===== src/rtl/mem_port_arbiter_if.sv =====
// mem_port_arbiter_if: transaction bus between the arbiter and the single-port memory
// Signals:
//   mem_req    arbiter -> memory  transaction active
//   mem_we     arbiter -> memory  1 = write
//   mem_addr   arbiter -> memory  transaction address
//   mem_wdata  arbiter -> memory  write data
//   mem_rdata  memory -> arbiter  read data, valid while mem_ready=1
//   mem_ready  memory -> arbiter  transaction completes this cycle
interface mem_port_arbiter_if #(
    parameter int ADDR_W = 32,
    parameter int DATA_W = 32
);
    logic              mem_req;
    logic              mem_we;
    logic [ADDR_W-1:0] mem_addr;
    logic [DATA_W-1:0] mem_wdata;
    logic [DATA_W-1:0] mem_rdata;
    logic              mem_ready;
    modport master (output mem_req, mem_we, mem_addr, mem_wdata, input mem_rdata, mem_ready);
    modport slave  (input mem_req, mem_we, mem_addr, mem_wdata, output mem_rdata, mem_ready);
endinterface


===== src/rtl/mem_port_arbiter.sv =====
// mem_port_arbiter: shares one single-port memory between instruction fetch and load/store
// Ports:
//   clk, rst                       clock, synchronous active-high reset
//   if_req, if_addr, flush         fetch request, PC, branch flush
//   if_instr, if_valid, freeze_if  fetched instruction, its one-cycle valid, IF/PC hold
//   dm_rd, dm_wr, dm_addr, dm_wdata  load/store request
//   dm_rdata, dm_done, freeze_pipe   load data, one-cycle completion, later-stage stall
//   mem                            memory transaction bus (master side)
module mem_port_arbiter #(
    parameter int ADDR_W = 32,
    parameter int DATA_W = 32
) (
    input  logic              clk,
    input  logic              rst,
    input  logic              if_req,
    input  logic [ADDR_W-1:0] if_addr,
    input  logic              flush,
    output logic [DATA_W-1:0] if_instr,
    output logic              if_valid,
    output logic              freeze_if,
    input  logic              dm_rd,
    input  logic              dm_wr,
    input  logic [ADDR_W-1:0] dm_addr,
    input  logic [DATA_W-1:0] dm_wdata,
    output logic [DATA_W-1:0] dm_rdata,
    output logic              dm_done,
    output logic              freeze_pipe,
    mem_port_arbiter_if.master mem
);
    typedef enum logic [1:0] {IDLE, FETCH, DATA} state_t;
    state_t state, state_n;
    logic stale, stale_n, stale_hit, fetch_done;
    logic done, f_cpl, d_cpl, grant, dm_ok, if_ok;
    // fetch_done / dm_done remember a completion at the previous edge, so a request
    // that was just served is not re-issued before the pipeline has advanced
    always_comb begin
        done      = (state != IDLE) & mem.mem_ready;
        f_cpl     = done & (state == FETCH);
        d_cpl     = done & (state == DATA);
        stale_hit = stale | (flush & (state == FETCH));
        dm_ok     = (dm_rd | dm_wr) & ~d_cpl & ~dm_done;
        if_ok     = if_req & ~f_cpl & ~fetch_done;
        grant     = (state == IDLE) | done;
        state_n   = grant ? (dm_ok ? DATA : if_ok ? FETCH : IDLE) : state;
        stale_n   = f_cpl ? 1'b0 : stale_hit;
    end
    always_ff @(posedge clk) begin
        if (rst) begin
            state         <= IDLE;
            stale         <= 1'b0;
            fetch_done    <= 1'b0;
            if_valid      <= 1'b0;
            if_instr      <= '0;
            dm_done       <= 1'b0;
            dm_rdata      <= '0;
            mem.mem_req   <= 1'b0;
            mem.mem_we    <= 1'b0;
            mem.mem_addr  <= '0;
            mem.mem_wdata <= '0;
        end else begin
            state       <= state_n;
            stale       <= stale_n;
            fetch_done  <= f_cpl;
            if_valid    <= f_cpl & ~stale_hit;
            dm_done     <= d_cpl;
            mem.mem_req <= state_n != IDLE;
            if (f_cpl & ~stale_hit)
                if_instr <= mem.mem_rdata;
            if (d_cpl & ~mem.mem_we)
                dm_rdata <= mem.mem_rdata;
            if (grant) begin
                mem.mem_we <= dm_ok & dm_wr;
                if (dm_ok) begin
                    mem.mem_addr  <= dm_addr;
                    mem.mem_wdata <= dm_wdata;
                end else if (if_ok) begin
                    mem.mem_addr <= if_addr;
                end
            end
        end
    end
    assign freeze_if   = if_req & ~if_valid;
    assign freeze_pipe = (dm_rd | dm_wr) & ~dm_done;
endmodule

===== src/flat_wrapper.sv =====
// flat-port wrapper written by rule: the top's interface ports become plain ports
module mem_port_arbiter_flat 
#(
    parameter int ADDR_W = 32,
    parameter int DATA_W = 32
)
  (clk, rst, if_req, if_addr, flush, if_instr, if_valid, freeze_if, dm_rd, dm_wr, dm_addr, dm_wdata, dm_rdata, dm_done, freeze_pipe, mem_mem_req, mem_mem_we, mem_mem_addr, mem_mem_wdata, mem_mem_rdata, mem_mem_ready);
  mem_port_arbiter_if #(.ADDR_W(ADDR_W), .DATA_W(DATA_W)) mem_i ();
  input  logic clk;
  input  logic rst;
  input  logic if_req;
  input  logic [ADDR_W-1:0] if_addr;
  input  logic flush;
  output logic [DATA_W-1:0] if_instr;
  output logic if_valid;
  output logic freeze_if;
  input  logic dm_rd;
  input  logic dm_wr;
  input  logic [ADDR_W-1:0] dm_addr;
  input  logic [DATA_W-1:0] dm_wdata;
  output logic [DATA_W-1:0] dm_rdata;
  output logic dm_done;
  output logic freeze_pipe;
  output wire logic [$bits(mem_i.mem_req)-1:0] mem_mem_req;
  output wire logic [$bits(mem_i.mem_we)-1:0] mem_mem_we;
  output wire logic [$bits(mem_i.mem_addr)-1:0] mem_mem_addr;
  output wire logic [$bits(mem_i.mem_wdata)-1:0] mem_mem_wdata;
  input wire logic [$bits(mem_i.mem_rdata)-1:0] mem_mem_rdata;
  input wire logic [$bits(mem_i.mem_ready)-1:0] mem_mem_ready;
  assign mem_mem_req = mem_i.mem_req;
  assign mem_mem_we = mem_i.mem_we;
  assign mem_mem_addr = mem_i.mem_addr;
  assign mem_mem_wdata = mem_i.mem_wdata;
  assign mem_i.mem_rdata = mem_mem_rdata;
  assign mem_i.mem_ready = mem_mem_ready;
  mem_port_arbiter #(.ADDR_W(ADDR_W), .DATA_W(DATA_W)) u_core (.clk(clk), .rst(rst), .if_req(if_req), .if_addr(if_addr), .flush(flush), .if_instr(if_instr), .if_valid(if_valid), .freeze_if(freeze_if), .dm_rd(dm_rd), .dm_wr(dm_wr), .dm_addr(dm_addr), .dm_wdata(dm_wdata), .dm_rdata(dm_rdata), .dm_done(dm_done), .freeze_pipe(freeze_pipe), .mem(mem_i));
endmodule

===== config.mk =====
export PLATFORM = sky130hd
export DESIGN_NAME = mem_port_arbiter_flat
export DESIGN_NICKNAME = d
export VERILOG_FILES = /design/src/rtl/mem_port_arbiter_if.sv /design/src/rtl/mem_port_arbiter.sv /design/src/flat_wrapper.sv
export SDC_FILE = /design/constraint.sdc
export NUM_CORES = 1
export LEC_CHECK = 0
export CAP_MARGIN = 15
export CORE_MARGIN = 4
export CORE_UTILIZATION = 40
export DETAILED_ROUTE_END_ITERATION = 7
export HOLD_SLACK_MARGIN = 0.1
export PLACE_DENSITY = 0.81
export SYNTH_ARGS = -nofsm -noshare
export SYNTH_HDL_FRONTEND = slang
export SYNTH_SLANG_ARGS = --single-unit

===== constraint.sdc =====
create_clock -name clk -period 2.9 [get_ports clk]
set_clock_uncertainty 0.1 [all_clocks]
set_input_delay 0.87 -clock clk [delete_from_list [all_inputs] [get_ports clk]]
set_output_delay 0.87 -clock clk [all_outputs]
set_load 0.02 [all_outputs]

Word level (Yosys, flattened, before mapping)
Index checks and enable logic that the tools add are counted.

storage, ports and cells
  flip-flop bits (word level) = 136
  bits of input ports = 135
  output and inout port bits = 134
  word-level logic and storage cells = 48

operators by class
  equality and inequality tests = 2
  multiplexer cells = 5
  bitwise logic cells = 23
  reductions and logical operators = 7

operators by type and width
  kind                                            count
  2-to-1 mux 32 bit                               2
  bitwise AND 1 bit                               13
  NOT 1 bit                                       7
  nonzero test 2 bit                              3
  2-to-1 mux 2 bit                                2
  AND reduction 2 bit                             2
  bitwise OR 1 bit                                3
  == test 2 x 1 -> 1 bit (second input constant)  1
  == test 2 bit (second input constant)           1
  logical NOT 2 bit                               1
  OR reduction 2 bit                              1
  2-to-1 mux 1 bit                                1

Depth between registers and ports, before layout
Gate-level depths: netlist (run 1).

  depth after elaboration = 10
  mapped depth = 7
  depth with buffers taken out = 5

Worst setup path before layout (run 1)
No wires, ideal clock.

  path type = input to output
  from = in dm_wr
  to = out freeze_pipe
  arrival time = 1.275 ns
  required time = 1.930 ns
  path slack = 0.655 ns
  stages = 2
  path buffers = 0
  cell sequence = o21bai_1 inv_1

on the way
  word-level cells in the longest chain between the ends = 2

RTL lines
  element            line                    text
  from (decl)        flat_wrapper.sv:18      input logic dm_wr;
  bitwise OR 1 bit   mem_port_arbiter.sv:83  assign freeze_pipe = (dm_rd | dm_wr) & ~dm_done;
  bitwise AND 1 bit  mem_port_arbiter.sv:83
  to (decl)          flat_wrapper.sv:23      output logic freeze_pipe;

Every way passes these cells.

Worst setup path in the final report (run 1)
  from = in if_req
  to = out freeze_if

on the way
  word-level cells in the longest chain between the ends = 1

RTL lines
  element            line                    text
  from (decl)        flat_wrapper.sv:11      input logic if_req;
  bitwise AND 1 bit  mem_port_arbiter.sv:82  assign freeze_if = if_req & ~if_valid;
  to (decl)          flat_wrapper.sv:16      output logic freeze_if;

Every way passes these cells.

==> impl_metrics.csv, run 1 <==
group,metric,value,unit
die,die_w,121,um
logic_synthesis,synth_seq_area_share,53.0,%
die,fp.dieH,121,um
timing,rsz0062_at_grt,"false",
routing,drtIter0Drc,231,
final_layout,nFillCells,1056,
global_route,first_global_vias,4886,
timing,drv_slew,0,
final_layout,n_antenna_cell,0,
final_layout,seqCellArea,0.00272,mm^2
cts,cts_made_buffers,17,
placed_design,finalWeightedCongestion,0.792,
min_path,hold-path-cell-count,2,
logic_synthesis,ys_ff_latch,136,
logic_synthesis,ys_warn_count,0,
timing,fin_crit_sh,95.9,%
global_route,grt_max_degree,60,
setup_path,r2r-end,"u_core.mem.mem_wdata[7]$_SDFFE_PP0P_",
global_route,antenna_found_initial,0,
placed_design,dp.cells,1012,
setup_path,critPathMaxFanout,2,
logic_synthesis,synth_edf_count,0,
placed_design,placed_cell_area,0.00807,mm^2
setup_path,cp-start-kind,"input port",
final_layout,layout.nets,994,
logic_synthesis,synth_area,0.00514,mm^2
routing,viasPerCell,4.90,
timing,finalSetupViolCount,0,
setup_path,crit_required,1930,ps
setup_path,ff2ff_path_depth,7,
timing,hold_viol,0,
logic_synthesis,synth_most_common_cell,"nand2_1",
min_path,min_path_type,"register to register",
cts,cts_setup_buffers,0,
status,outcome,"finished clean",
routing,wl_per_cell,15.1,um
setup_path,r2r_setup_slack,1060,ps
die,core_area,0.0126,mm^2
placed_design,hpwl,11.1,mm
logic_synthesis,synth_cell_types,26,
routing,dr.pass1.iters,5,
flow_run,maxCapViolCount,0,
logic_synthesis,syn_avg_cell_area,8.49,um^2
global_route,grt_pass1_wl,24.1,mm
timing,tightest_slew,664,ps
setup_path,critical_path_arrival,1810,ps
timing,maxSlewHeadroom,55.7,%
timing,post-route-min-period,2780,ps
logic_synthesis,syn_inst,605,
global_route,grt_usage,20.7,%
global_route,grt-ovfl-total,0,
setup_path,critPathKind,"input port to primary output",
setup_path,r2r_start,"u_core.dm_done$_SDFF_PP0_",
placed_design,port_buffers,268,
min_path,min_from,"u_core.mem.mem_wdata[12]$_SDFFE_PP0P_",
pwr,powerDensity,617,mW/mm^2
routing,num_vias,5098,
die,io_pins,269,
logic_synthesis,synth_area_leaders,"dfxtp_1 53%, nand2_1 14%, a21oi_1 6.8%",
cts,clockRootBuffer,"clkbuf_16",
cts,htreeDepth,4,
die,die-area,0.0147,mm^2
logic_synthesis,synth_top_cell_by_area,"dfxtp_1",
timing,worst_slack,118,ps
cts,clkTransAtPathRegs,50,ps
routing,routed_wirelength,15.7,mm
logic_synthesis,synth-async-reset-ratio,0,%
final_layout,area_delta_synth_final,68.1,%
cts,clock_latency,400,ps
logic_synthesis,synth_top_flop_cell,"dfxtp_1",
routing,ant_nets,0,
cts,clock_path_buffers,2,
routing,drc,0,
min_path,min_to,"u_core.mem.mem_wdata[12]$_SDFFE_PP0P_",
final_layout,multi_input_area,0.00220,mm^2
timing,clock.fmax,359,MHz
logic_synthesis,synth_nets,740,
timing,fin_hold_ws,351,ps
pwr,leakagePower,3.43,nW
pwr,vdd_drop_max,0.336,mV
cts,cts_sinks,136,
die,rows,41,
placed_design,dp_slack,-293,ps
logic_synthesis,synth_top_area_share,53.0,%
final_layout,final_cell_area,0.00864,mm^2
cts,cts_tree,"done",
logic_synthesis,ys_top_cells_by_count,"193 x nand2_1, 136 x dfxtp_1, 70 x a21oi_1",
final_layout,finalNonFillerCells,1040,
die,initial_core_util,40.7,%
final_layout,layout-drive-gt1-share,7.14,%
pwr,finalPower,5.33,mW
setup_path,endpoint_kind,"primary output",
power breakdown:
| group | switching, mW | leakage, nW | internal, mW |
|---|---|---|---|
| Sequential | 0.0709 | 1.11 | 2.01 |
| Clock | 0.718 | 0.281 | 1.36 |
| Combinational | 0.591 | 2.03 | 0.580 |
worst max-delay path: stages:
cell,delay [ps]
clkdlybuf4s50_1,480
nor2b_1,130
dlygate4sd2_1,340
how the worst max path moves through the flow:
stage,start,endpoint,slack [ps],cells past startpoint
global placement,dm_wr,freeze_pipe,-280,4
detailed placement,dm_wr,freeze_pipe,-290,4
CTS,dm_wr,freeze_pipe,10,4
finish,if_req,freeze_if,120,3
global route,if_req,freeze_if,70,3
floorplan,dm_wr,freeze_pipe,650,2
registers in the layout, indices dropped and copies added (netlist names):
signal	count
u_core.dm_rdata	32
u_core.if_instr	32
u_core.mem.mem_addr	32
u_core.mem.mem_wdata	32
u_core.state	2
u_core.dm_done	1
u_core.fetch_done	1
u_core.if_valid	1
u_core.mem.mem_req	1
u_core.mem.mem_we	1
u_core.stale	1
cells by family (layout without fill, tap and decap cells):
kind of cell | after synthesis | after routing | synth area share, %
simple gates | 278 | 278 | 22.2
buf+inv | 53 | 316 | 4.72
compound gates | 106 | 106 | 13.9
flops | 136 | 136 | 53.0
mux | 32 | 32 | 6.23
metrics by stage:
step,util [%],setup TNS (ps)
after floorplan,-,0
after global placement,63.9,-421
after detailed placement,63.9,-455
after CTS,68.5,0
after global routing,68.4,0
final,68.4,0
final cells by class:
type                            instances  area share [%]
Sequential cell                       136            31.5
Timing Repair Buffer                  286            33.8
Tap cell                              172            2.49
Clock buffer                           25            5.85
Inverter                                2          0.0869
Multi-Input combinational cell        416            25.5
Clock inverter                          3           0.753
layout by cell type, fill, tap and decap left out, types with 10 or more instances in the layout:
cell             instances
nor3_1                  32
buf_4                   10
nand2_1                193
nor2_1                  36
clkdlybuf4s50_1        265
clkbuf_16               17
a21oi_1                 69
mux2i_1                 32
dfxtp_1                136
a311oi_1                23
metal layers:
metal	routed length, um	vias up	global-route usage (%)
li1	-	2544	-
met1	6230	2328	22.9
met2	7660	197	35.4
met3	1370	29	7.65
met4	425	0	8.89
met5	0	-	0
repair_timing:
| action | CTS | global route |
|---|---|---|
| endpoints found under the setup margin | 2 | 1 |
| gates resized for setup | 4 | 1 |
| hold buffers | 0 | 0 |
Note: power is estimated with default switching activity, not from simulation.
==> run 2: changes to the inputs <==
--- a/config.mk
+++ b/config.mk
@@ -9,7 +9,7 @@
 export CORE_MARGIN = 4
 export CORE_UTILIZATION = 40
 export DETAILED_ROUTE_END_ITERATION = 7
-export HOLD_SLACK_MARGIN = 0.1
+export HOLD_SLACK_MARGIN = 0.06
 export PLACE_DENSITY = 0.81
 export SYNTH_ARGS = -nofsm -noshare
 export SYNTH_HDL_FRONTEND = slang
==> results of run 2 <==
Final layout, timing and power as in run 1 (identical DEF).
